===== src/rtl/hazard_ctrl_if.sv =====
// Bundle of decode/exec/forwarding/scoreboard/redirect signals between the
// pipeline datapath (master) and the hazard controller (slave).
interface hazard_ctrl_if #(
    parameter int REG_ADDR_W  = 5,
    parameter int NUM_SRC     = 2,
    parameter int NUM_FWD     = 2,
    parameter int MAX_PENDING = 4
);
    localparam int SEL_W = $clog2(NUM_FWD + 1);
    localparam int CNT_W = $clog2(MAX_PENDING + 1);

    logic [NUM_SRC*REG_ADDR_W-1:0] dec_rs_addr;
    logic [NUM_SRC-1:0]            dec_rs_used;
    logic [REG_ADDR_W-1:0]         dec_rd_addr;
    logic                          dec_rd_we;
    logic                          dec_is_lc;
    logic [NUM_SRC*REG_ADDR_W-1:0] exec_rs_addr;
    logic [REG_ADDR_W-1:0]         exec_rd_addr;
    logic                          exec_rd_we;
    logic                          exec_is_load;
    logic [NUM_FWD*REG_ADDR_W-1:0] fwd_rd_addr;
    logic [NUM_FWD-1:0]            fwd_rd_we;
    logic                          lc_issue;
    logic [REG_ADDR_W-1:0]         lc_rd_addr;
    logic                          lc_done;
    logic [REG_ADDR_W-1:0]         lc_done_addr;
    logic                          redirect;
    logic [NUM_SRC*SEL_W-1:0]      forward_sel;
    logic                          stall_if;
    logic                          stall_id;
    logic                          bubble_ex;
    logic                          flush_if_id;
    logic                          flush_id_ex;
    logic [CNT_W-1:0]              pending_cnt;
    logic                          sb_err;

    modport master (
        output dec_rs_addr, dec_rs_used, dec_rd_addr, dec_rd_we, dec_is_lc,
               exec_rs_addr, exec_rd_addr, exec_rd_we, exec_is_load,
               fwd_rd_addr, fwd_rd_we, lc_issue, lc_rd_addr, lc_done,
               lc_done_addr, redirect,
        input  forward_sel, stall_if, stall_id, bubble_ex, flush_if_id,
               flush_id_ex, pending_cnt, sb_err
    );

    modport slave (
        input  dec_rs_addr, dec_rs_used, dec_rd_addr, dec_rd_we, dec_is_lc,
               exec_rs_addr, exec_rd_addr, exec_rd_we, exec_is_load,
               fwd_rd_addr, fwd_rd_we, lc_issue, lc_rd_addr, lc_done,
               lc_done_addr, redirect,
        output forward_sel, stall_if, stall_id, bubble_ex, flush_if_id,
               flush_id_ex, pending_cnt, sb_err
    );
endinterface


===== src/rtl/hazard_ctrl.sv =====
// Pipeline hazard controller: operand forwarding select, load-use and
// long-latency scoreboard stalls, and multi-cycle flush on exec redirect.
module hazard_ctrl #(
    parameter int REG_ADDR_W   = 5,
    parameter int NUM_SRC      = 2,
    parameter int NUM_FWD      = 2,
    parameter int MAX_PENDING  = 4,
    parameter int FLUSH_CYCLES = 2
) (
    input logic          clk,
    input logic          rst_n,
    hazard_ctrl_if.slave hif
);
    localparam int NUM_REGS = 2 ** REG_ADDR_W;
    localparam int SEL_W    = $clog2(NUM_FWD + 1);
    localparam int CNT_W    = $clog2(MAX_PENDING + 1);
    localparam int FCNT_W   = (FLUSH_CYCLES > 1) ? $clog2(FLUSH_CYCLES) : 1;
    localparam logic [FCNT_W-1:0] FLUSH_RELOAD = FCNT_W'(FLUSH_CYCLES - 1);
    localparam logic [CNT_W-1:0]  CNT_FULL     = CNT_W'(MAX_PENDING);
    localparam logic [0:0] ST_RUN   = 1'b0;
    localparam logic [0:0] ST_FLUSH = 1'b1;

    logic [NUM_REGS-1:0]      pending_q, pending_d;
    logic [CNT_W-1:0]         cnt_q, cnt_d;
    logic                     err_q, err_d;
    logic [0:0]               state_q, state_d;
    logic [FCNT_W-1:0]        fcnt_q, fcnt_d;
    logic [NUM_SRC*SEL_W-1:0] fwd_sel;
    logic                     load_use, raw_hit, sb_stall, flush_active;
    logic                     issue_v, done_v, issue_inc;

    // Iterate oldest to youngest so the youngest matching stage is written last.
    always_comb begin
        fwd_sel = '0;
        for (int i = 0; i < NUM_SRC; i++) begin
            for (int k = NUM_FWD - 1; k >= 0; k--) begin
                if (hif.fwd_rd_we[k]
                    && hif.exec_rs_addr[i*REG_ADDR_W +: REG_ADDR_W] != '0
                    && hif.fwd_rd_addr[k*REG_ADDR_W +: REG_ADDR_W]
                       == hif.exec_rs_addr[i*REG_ADDR_W +: REG_ADDR_W]) begin
                    fwd_sel[i*SEL_W +: SEL_W] = SEL_W'(k + 1);
                end
            end
        end
    end

    always_comb begin
        load_use = 1'b0;
        raw_hit  = 1'b0;
        for (int i = 0; i < NUM_SRC; i++) begin
            if (hif.dec_rs_used[i]) begin
                if (hif.exec_is_load && hif.exec_rd_we && hif.exec_rd_addr != '0
                    && hif.dec_rs_addr[i*REG_ADDR_W +: REG_ADDR_W] == hif.exec_rd_addr) begin
                    load_use = 1'b1;
                end
                if (pending_q[hif.dec_rs_addr[i*REG_ADDR_W +: REG_ADDR_W]]) begin
                    raw_hit = 1'b1;
                end
            end
        end
    end

    assign sb_stall = raw_hit
                    | (hif.dec_rd_we && pending_q[hif.dec_rd_addr])
                    | (hif.dec_is_lc && cnt_q == CNT_FULL);

    // Done clears before issue sets, so a same-cycle reissue keeps the bit and
    // the count stays equal to the number of set bits.
    always_comb begin
        pending_d = pending_q;
        cnt_d     = cnt_q;
        err_d     = err_q;
        issue_v   = hif.lc_issue && hif.lc_rd_addr != '0;
        done_v    = hif.lc_done && hif.lc_done_addr != '0 && pending_q[hif.lc_done_addr];
        issue_inc = issue_v && (!pending_q[hif.lc_rd_addr]
                                || (done_v && hif.lc_done_addr == hif.lc_rd_addr));
        if (hif.lc_done && !done_v) begin
            err_d = 1'b1;
        end
        if (done_v) begin
            pending_d[hif.lc_done_addr] = 1'b0;
        end
        if (issue_v) begin
            pending_d[hif.lc_rd_addr] = 1'b1;
        end
        cnt_d = cnt_q + CNT_W'(issue_inc) - CNT_W'(done_v);
    end

    always_comb begin
        state_d = state_q;
        fcnt_d  = fcnt_q;
        if (hif.redirect) begin
            if (FLUSH_CYCLES > 1) begin
                state_d = ST_FLUSH;
                fcnt_d  = FLUSH_RELOAD;
            end else begin
                state_d = ST_RUN;
                fcnt_d  = '0;
            end
        end else if (state_q == ST_FLUSH) begin
            if (fcnt_q == FCNT_W'(1)) begin
                state_d = ST_RUN;
                fcnt_d  = '0;
            end else begin
                fcnt_d = fcnt_q - FCNT_W'(1);
            end
        end
    end

    always_ff @(posedge clk or negedge rst_n) begin
        if (!rst_n) begin
            pending_q <= '0;
            cnt_q     <= '0;
            err_q     <= 1'b0;
            state_q   <= ST_RUN;
            fcnt_q    <= '0;
        end else begin
            pending_q <= pending_d;
            cnt_q     <= cnt_d;
            err_q     <= err_d;
            state_q   <= state_d;
            fcnt_q    <= fcnt_d;
        end
    end

    assign flush_active    = hif.redirect | (state_q == ST_FLUSH);
    assign hif.forward_sel = fwd_sel;
    assign hif.stall_if    = (load_use | sb_stall) & ~flush_active;
    assign hif.stall_id    = (load_use | sb_stall) & ~flush_active;
    assign hif.bubble_ex   = (load_use | sb_stall) & ~flush_active;
    assign hif.flush_if_id = flush_active;
    assign hif.flush_id_ex = flush_active;
    assign hif.pending_cnt = cnt_q;
    assign hif.sb_err      = err_q;
endmodule


===== src/flat_wrapper.sv =====
// flat-port wrapper written by rule: the top's interface ports become plain ports
module hazard_ctrl_flat 
#(
    parameter int REG_ADDR_W   = 5,
    parameter int NUM_SRC      = 2,
    parameter int NUM_FWD      = 2,
    parameter int MAX_PENDING  = 4,
    parameter int FLUSH_CYCLES = 2
)
  (clk, rst_n, hif_dec_rs_addr, hif_dec_rs_used, hif_dec_rd_addr, hif_dec_rd_we, hif_dec_is_lc, hif_exec_rs_addr, hif_exec_rd_addr, hif_exec_rd_we, hif_exec_is_load, hif_fwd_rd_addr, hif_fwd_rd_we, hif_lc_issue, hif_lc_rd_addr, hif_lc_done, hif_lc_done_addr, hif_redirect, hif_forward_sel, hif_stall_if, hif_stall_id, hif_bubble_ex, hif_flush_if_id, hif_flush_id_ex, hif_pending_cnt, hif_sb_err);
  hazard_ctrl_if #(.REG_ADDR_W(REG_ADDR_W), .NUM_SRC(NUM_SRC), .NUM_FWD(NUM_FWD), .MAX_PENDING(MAX_PENDING)) hif_i ();
  input logic clk;
  input logic rst_n;
  input wire logic [$bits(hif_i.dec_rs_addr)-1:0] hif_dec_rs_addr;
  input wire logic [$bits(hif_i.dec_rs_used)-1:0] hif_dec_rs_used;
  input wire logic [$bits(hif_i.dec_rd_addr)-1:0] hif_dec_rd_addr;
  input wire logic [$bits(hif_i.dec_rd_we)-1:0] hif_dec_rd_we;
  input wire logic [$bits(hif_i.dec_is_lc)-1:0] hif_dec_is_lc;
  input wire logic [$bits(hif_i.exec_rs_addr)-1:0] hif_exec_rs_addr;
  input wire logic [$bits(hif_i.exec_rd_addr)-1:0] hif_exec_rd_addr;
  input wire logic [$bits(hif_i.exec_rd_we)-1:0] hif_exec_rd_we;
  input wire logic [$bits(hif_i.exec_is_load)-1:0] hif_exec_is_load;
  input wire logic [$bits(hif_i.fwd_rd_addr)-1:0] hif_fwd_rd_addr;
  input wire logic [$bits(hif_i.fwd_rd_we)-1:0] hif_fwd_rd_we;
  input wire logic [$bits(hif_i.lc_issue)-1:0] hif_lc_issue;
  input wire logic [$bits(hif_i.lc_rd_addr)-1:0] hif_lc_rd_addr;
  input wire logic [$bits(hif_i.lc_done)-1:0] hif_lc_done;
  input wire logic [$bits(hif_i.lc_done_addr)-1:0] hif_lc_done_addr;
  input wire logic [$bits(hif_i.redirect)-1:0] hif_redirect;
  output wire logic [$bits(hif_i.forward_sel)-1:0] hif_forward_sel;
  output wire logic [$bits(hif_i.stall_if)-1:0] hif_stall_if;
  output wire logic [$bits(hif_i.stall_id)-1:0] hif_stall_id;
  output wire logic [$bits(hif_i.bubble_ex)-1:0] hif_bubble_ex;
  output wire logic [$bits(hif_i.flush_if_id)-1:0] hif_flush_if_id;
  output wire logic [$bits(hif_i.flush_id_ex)-1:0] hif_flush_id_ex;
  output wire logic [$bits(hif_i.pending_cnt)-1:0] hif_pending_cnt;
  output wire logic [$bits(hif_i.sb_err)-1:0] hif_sb_err;
  assign hif_i.dec_rs_addr = hif_dec_rs_addr;
  assign hif_i.dec_rs_used = hif_dec_rs_used;
  assign hif_i.dec_rd_addr = hif_dec_rd_addr;
  assign hif_i.dec_rd_we = hif_dec_rd_we;
  assign hif_i.dec_is_lc = hif_dec_is_lc;
  assign hif_i.exec_rs_addr = hif_exec_rs_addr;
  assign hif_i.exec_rd_addr = hif_exec_rd_addr;
  assign hif_i.exec_rd_we = hif_exec_rd_we;
  assign hif_i.exec_is_load = hif_exec_is_load;
  assign hif_i.fwd_rd_addr = hif_fwd_rd_addr;
  assign hif_i.fwd_rd_we = hif_fwd_rd_we;
  assign hif_i.lc_issue = hif_lc_issue;
  assign hif_i.lc_rd_addr = hif_lc_rd_addr;
  assign hif_i.lc_done = hif_lc_done;
  assign hif_i.lc_done_addr = hif_lc_done_addr;
  assign hif_i.redirect = hif_redirect;
  assign hif_forward_sel = hif_i.forward_sel;
  assign hif_stall_if = hif_i.stall_if;
  assign hif_stall_id = hif_i.stall_id;
  assign hif_bubble_ex = hif_i.bubble_ex;
  assign hif_flush_if_id = hif_i.flush_if_id;
  assign hif_flush_id_ex = hif_i.flush_id_ex;
  assign hif_pending_cnt = hif_i.pending_cnt;
  assign hif_sb_err = hif_i.sb_err;
  hazard_ctrl #(.REG_ADDR_W(REG_ADDR_W), .NUM_SRC(NUM_SRC), .NUM_FWD(NUM_FWD), .MAX_PENDING(MAX_PENDING), .FLUSH_CYCLES(FLUSH_CYCLES)) u_core (.clk(clk), .rst_n(rst_n), .hif(hif_i));
endmodule

===== config.mk =====
export PLATFORM = sky130hd
export DESIGN_NAME = hazard_ctrl_flat
export DESIGN_NICKNAME = d
export VERILOG_FILES = /design/src/rtl/hazard_ctrl_if.sv /design/src/rtl/hazard_ctrl.sv /design/src/flat_wrapper.sv
export SDC_FILE = /design/constraint.sdc
export NUM_CORES = 1
export LEC_CHECK = 0
export CAP_MARGIN = 20
export CORE_AREA = 2 2 93 118
export DETAILED_ROUTE_END_ITERATION = 8
export DIE_AREA = 0 0 95 120
export SLEW_MARGIN = 5
export SYNTH_ARGS = -nofsm -noshare
export SYNTH_HDL_FRONTEND = slang
export SYNTH_SLANG_ARGS = --single-unit

===== constraint.sdc =====
create_clock -name clk -period 5.8 [get_ports clk]
set_input_delay 1.74 -clock clk [delete_from_list [all_inputs] [get_ports clk]]
set_output_delay 1.74 -clock clk [all_outputs]
set_load 0.05 [all_outputs]

# Word-level counts from Yosys, hierarchy flattened
# Cells that the tools add are included.
[classes]
reduce_logical = 31
magnitude_cmp = 7
shift = 0
multipliers = 0
bitwise = 9
n_mux = 34
add_sub_neg = 3
div_mod_pow = 0
eq_ne = 8
[op_table]
columns = ["op", "n"]
rows = [
  ["32-bit 2-to-1 mux", 2],
  ["5-bit equality test", 7],
  ["32-bit AND", 1],
  ["32-bit inverter", 1],
  ["32-bit OR", 1],
  ["5-bit by 6-bit less-than comparator with 1-bit output, second input constant", 5],
  ["1-bit binary-select mux with 5-bit select", 5],
  ["5-bit nonzero test", 5],
  ["1-bit logical AND", 22],
  ["1-bit 2-to-1 mux", 21],
  ["1-bit demux with 5-bit select", 2],
  ["5-bit by 1-bit >= comparator with 1-bit output, second input constant", 2],
  ["2-bit 2-to-1 mux", 4],
  ["1-bit OR", 4],
  ["3-bit by 1-bit adder with 3-bit output", 1],
  ["3-bit equality test, second input constant", 1],
  ["3-bit by 1-bit subtractor with 3-bit output", 1],
  ["1-bit logical NOT", 2],
  ["2-bit nonzero test", 1],
  ["1-bit AND", 1],
  ["1-bit logical OR", 1],
  ["1-bit inverter", 1],
  ["1-bit subtractor, second input constant", 1],
]
[word_totals]
ramBits = 0
reg_bits = 38
n_memories = 0
output_inout_bits = 13
romBits = 0
latchBits = 0

# Depth between registers and ports, before layout
[logic_depth]
depth_word = 10
mapped_depth = 12

# Least setup slack after synthesis
# OpenSTA, ideal clock, no wires.
[synth_path]
kind = "input to output"
start = "input hif_exec_rs_addr[0]"
end = "output hif_forward_sel[1]"
cell_stages = 4
slack_ps = -154
arrival_ps = 4214
cell_sequence = "or4_1 > nor2_1 > nor4_1 > nor4_1"
[synth_via]
elab_chain_len = 5
elab_cells_between_ends = 9
[synth_rtl]
columns = ["item", "line_no", "source"]
rows = [
  ["start, declared", "flat_wrapper.sv:19", "input wire logic [$bits(hif_i.exec_rs_addr)-1:0] hif_exec_rs_addr;"],
  ["5-bit nonzero test", "hazard_ctrl.sv:38", "&& hif.exec_rs_addr[i*REG_ADDR_W +: REG_ADDR_W] != '0"],
  ["1-bit logical AND", "hazard_ctrl.sv:38", ""],
  ["1-bit logical AND", "hazard_ctrl.sv:39", "&& hif.fwd_rd_addr[k*REG_ADDR_W +: REG_ADDR_W]"],
  ["2-bit 2-to-1 mux", "hazard_ctrl.sv:37", "if (hif.fwd_rd_we[k]"],
  ["2-bit 2-to-1 mux (*)", "hazard_ctrl.sv:37", ""],
  ["end, declared", "flat_wrapper.sv:30", "output wire logic [$bits(hif_i.forward_sel)-1:0] hif_forward_sel;"],
]
# Every way passes the cells marked *; elsewhere a longest branch is shown, timed or not.

# Worst setup path after layout
[layout_path]
start = "input hif_dec_rs_addr[5]"
end = "output hif_stall_if"
[layout_via]
elab_chain_len = 8
elab_cells_between_ends = 12
[layout_rtl]
columns = ["item", "line_no", "source"]
rows = [
  ["start, declared", "flat_wrapper.sv:14", "input wire logic [$bits(hif_i.dec_rs_addr)-1:0] hif_dec_rs_addr;"],
  ["1-bit binary-select mux with 5-bit select", "hazard_ctrl.sv:56", "if (pending_q[hif.dec_rs_addr[i*REG_ADDR_W +: REG_ADDR_W]]) begin"],
  ["1-bit 2-to-1 mux (implied by the code)", "hazard_ctrl.sv:56", ""],
  ["1-bit 2-to-1 mux", "hazard_ctrl.sv:56", ""],
  ["1-bit 2-to-1 mux", "hazard_ctrl.sv:51", "if (hif.dec_rs_used[i]) begin"],
  ["1-bit OR", "hazard_ctrl.sv:64", "| (hif.dec_rd_we && pending_q[hif.dec_rd_addr])"],
  ["1-bit OR", "hazard_ctrl.sv:65", "| (hif.dec_is_lc && cnt_q == CNT_FULL);"],
  ["1-bit OR (*)", "hazard_ctrl.sv:128", "assign hif.stall_if = (load_use | sb_stall) & ~flush_active;"],
  ["1-bit AND (*)", "hazard_ctrl.sv:128", ""],
  ["end, declared", "flat_wrapper.sv:31", "output wire logic [$bits(hif_i.stall_if)-1:0] hif_stall_if;"],
]
# Every way passes the cells marked *; elsewhere a longest branch is shown, timed or not. The select of a mux whose other input is x is not followed.

==> qor.csv <==
stage,metric,value,unit
placement,Placer Congestion,0.895,
worst_setup_path,CP endpoint kind,primary output,
cts,clock tree buffer depth,2,
yosys,"Cell Area, Synth",3530,sq um
worst_setup_path,critical path class,input pin to primary output,
detailed_routing,Antenna Nets Post-Route,0,
worst_setup_path,CP max stage delay,590,ps
final_layout,"commonest non-fill, non-tap cell in the layout",clkdlybuf4s50_1,
cts,clock latency on the worst-skew pair,290,ps
grt,vias in the first global route,3317,
detailed_routing,WL/cell,20.9,um
cts,htree depth,2,
yosys,synthesized instance count,337,
die,CORE AREA,10400,sq um
sta,RSZ-0062 raised after global routing,false,
cts,"CTS clk-pin slew, worst paths",60,ps
cts,Clock Sink Count,38,
worst_setup_path,Critical R2R Capture,u_core.hif.pending_cnt[2]$_DFF_PN0_,
placement,Detailed Place HPWL,8.75,mm
final_layout,final antenna diode count,0,
sta,final critical-path required period,5660,ps
worst_setup_path,Worst path depth,8,
cts,hold_buf cts,0,
grt,first-pass GRT wire length,17.2,mm
yosys,simple-gate share of the synthesized area,14.2,%
yosys,post-synthesis compound-gate area fraction,13.3,%
worst_setup_path,CP Capture Point,hif_stall_if,
sta,Rel. slew slack,42.2,%
worst_setup_path,slowest CP cell,clkdlybuf4s50_1,
cts,total CTS buffers,5,
final_layout,area grow syn2layout,30.2,%
die,chip height,120,um
final_layout,Filler cells,994,
grt,All-Layer GR Usage,20.2,%
final_layout,Finished Cell Area,4590,sq um
detailed_routing,vias per std cell,6.05,
yosys,Yosys reg bits,38,
min_path,min-delay worst type,flop to flop,
worst_setup_path,crit-path cells,clkdlybuf4s50_1 > mux4_2 > nor2_1 > a31oi_1 > a311o_1 > nand4_1 > a41oi_2 > buf_4,
sta,TNS Setup,0,ps
power,Leak Pwr,1.68,nW
power,worst vdd ir,0.110,mV
worst_setup_path,"delay-heaviest family, CP",buffers and inverters,
sta,hold_ws,476,ps
worst_setup_path,Worst Path Arrival,3920,ps
flow_run,max-cap viol count,0,
grt,initial antenna violation count,0,
worst_setup_path,flop2flop setup slack,3020,ps
detailed_routing,DR pass1 iterations,4,
die,Die Width,95,um
worst_setup_path,CP max FO,4,
final_layout,most frequent cells in the layout,"clkdlybuf4s50_1, o21ai_0, dfrtp_1, mux4_2, o21ai_1",
yosys,Post-synth top flop,dfrtp_1,
die,io pins,76,
final_layout,share of cells above drive strength 1,16.4,%
final_layout,Final Core Density,44.4,%
cts,setup bufs post-CTS,0,
die,Starting Density,34.1,%
sta,Final Hold Fails,0,
detailed_routing,Detailed Route Iter0 Violations,313,
yosys,post-synthesis adder-cell area fraction,1.28,%
worst_setup_path,buffers and inverters on the worst path,2,
cts,root buffer cell,clkbuf_16,
yosys,post-synth cell types,46,
grt,total grt overflow,0,
status,status,"complete, no violations",
cts,post-CTS sizing,0,
worst_setup_path,Worst setup startpoint,hif_dec_rs_addr[5],
yosys,number of flops mapped to enable cells by yosys,0,
placement,port bufs,75,
die,Die ar.,11400,sq um
detailed_routing,Detailed Route WL,11.2,mm
cts,CTS tree,done,
yosys,sequential share of the synthesized area,27.0,%
yosys,XOR/XNOR share of the synthesized area,9.43,%
detailed_routing,via count,3239,
die,Std-Cell Rows,42,
sta,Setup-failing EPs final,0,
worst_setup_path,reg2reg start,u_core.pending_q[17]$_DFF_PN0_,
sta,final-report max-slew violation count,0,
yosys,syn avg cell area,10.5,sq um
sta,worst-margin pin slew,868,ps
final_layout,nets@finish,468,
worst_setup_path,Worst R2R Path Depth,10,
grt,largest net degree at the start of global routing,39,
yosys,largest family of logic cells by synthesized area,multiplexers,
power,PwrDens,295,nW/um^2
worst_setup_path,Worst EP required,4060,ps
power,Pwr Total,0.00135,W
placement,Placement Cell Area,4390,sq um
yosys,"FFs w/ async S/R, synth",100,%
sta,fraction of the cycle the final worst path needs,97.6,%
yosys,mux cell area share after synthesis,29.4,%
yosys,Post-Syn Nets,403,
sta,Fin Clk Skew,3.29,ps
yosys,Ys Warns,0,
worst_setup_path,CP Launch Type,input pin,
detailed_routing,DRC Markers,0,
sta,f_max,177,MHz
## metrics by stage
stage	std cells	setup WS [ps]
2_1_floorplan	337	-36.0
3_3_place_gp	527	157
3_5_place_dp	527	125
4_1_cts	535	125
5_1_grt	535	29.8
6_report	535	139
## area by class of cell
type                    count  area (sq um)  area share (%)
inverters                   9          33.8           0.735
repair buffers             85           833            18.1
clock inverters             2          60.1            1.31
flip-flops and latches     38           951            20.7
well taps                 132           165            3.60
multi-input cells         263          2410            52.5
clock buffers               6           139            3.02
## per-layer routing
metal	vias up	part of all wire (%)	GRT usage [%]	wire length, um
li1	1436	-	-	-
met1	1607	36	22.3	4070
met2	160	53	35.9	5930
met3	36	6.3	3.20	707
met4	0	4.4	11.4	495
met5	-	0	0	0
## synthesized netlist by cell type (2+ instances only)
| master | count | area share (%) |
|---|---|---|
| a21oi_1 | 3 | 0.43 |
| a311o_1 | 2 | 0.57 |
| a31oi_1 | 4 | 0.71 |
| a32oi_1 | 4 | 0.99 |
| a41oi_1 | 2 | 0.50 |
| buf_2 | 3 | 0.43 |
| buf_4 | 4 | 0.85 |
| buf_6 | 3 | 0.96 |
| clkbuf_1 | 16 | 1.7 |
| dfrtp_1 | 38 | 27 |
| ha_1 | 2 | 0.71 |
| inv_1 | 9 | 0.96 |
| mux2_2 | 3 | 0.96 |
| mux2i_1 | 14 | 4.0 |
| mux4_1 | 8 | 6.0 |
| mux4_2 | 29 | 19 |
| nand2_1 | 14 | 1.5 |
| nand2b_1 | 2 | 0.35 |
| nand3_1 | 10 | 1.4 |
| nand3b_1 | 10 | 2.1 |
| nand4_1 | 8 | 1.4 |
| nand4b_1 | 2 | 0.50 |
| nor2_1 | 12 | 1.3 |
| nor2b_1 | 2 | 0.35 |
| nor3_1 | 4 | 0.57 |
| nor4_1 | 6 | 1.1 |
| o211ai_1 | 3 | 0.64 |
| o21ai_0 | 38 | 5.4 |
| o21ai_1 | 24 | 3.4 |
| or3b_2 | 2 | 0.50 |
| or4_1 | 4 | 0.85 |
| or4b_4 | 2 | 0.78 |
| xnor2_1 | 23 | 5.7 |
| xor2_1 | 15 | 3.7 |
## power by group
part,internal [W],total (W),switching (W)
Clock,0.000258,0.000364,0.000106
Sequential,0.000338,0.000463,0.000125
Combinational,0.000285,0.000527,0.000242
Total,0.000881,0.00135,0.000472
## logic make-up (layout without fill, tap and decap cells)
group | after synthesis | count (layout)
AOI/OAI and AO/OA | 83 | 83
adders and majority gates | 3 | 3
and+or+nand+nor | 85 | 85
muxes | 54 | 54
buffers and inverters | 36 | 102
xor gates and xnor gates | 38 | 38
DFF | 38 | 38
## registers in the layout, indices dropped and copies added, names as in the netlist
| name | cells |
|---|---|
| u_core.fcnt_q | 1 |
| u_core.hif.sb_err | 1 |
| u_core.state_q | 1 |
| u_core.pending_q | 32 |
| u_core.hif.pending_cnt | 3 |
## worst min-delay path by stage
stage | cells after the start | start | slack, ps | endpoint
2_1_floorplan | 2 | u_core.fcnt_q$_DFFE_PN0N_ | 480 | u_core.fcnt_q$_DFFE_PN0N_
3_3_place_gp | 1 | u_core.hif.sb_err$_DFFE_PN0P_ | 460 | u_core.hif.sb_err$_DFFE_PN0P_
3_5_place_dp | 1 | u_core.hif.sb_err$_DFFE_PN0P_ | 460 | u_core.hif.sb_err$_DFFE_PN0P_
4_1_cts | 1 | u_core.hif.sb_err$_DFFE_PN0P_ | 480 | u_core.hif.sb_err$_DFFE_PN0P_
5_1_grt | 1 | u_core.hif.sb_err$_DFFE_PN0P_ | 500 | u_core.hif.sb_err$_DFFE_PN0P_
6_report | 1 | u_core.hif.sb_err$_DFFE_PN0P_ | 480 | u_core.hif.sb_err$_DFFE_PN0P_
No activity file was read; power rests on OpenSTA's default activity.
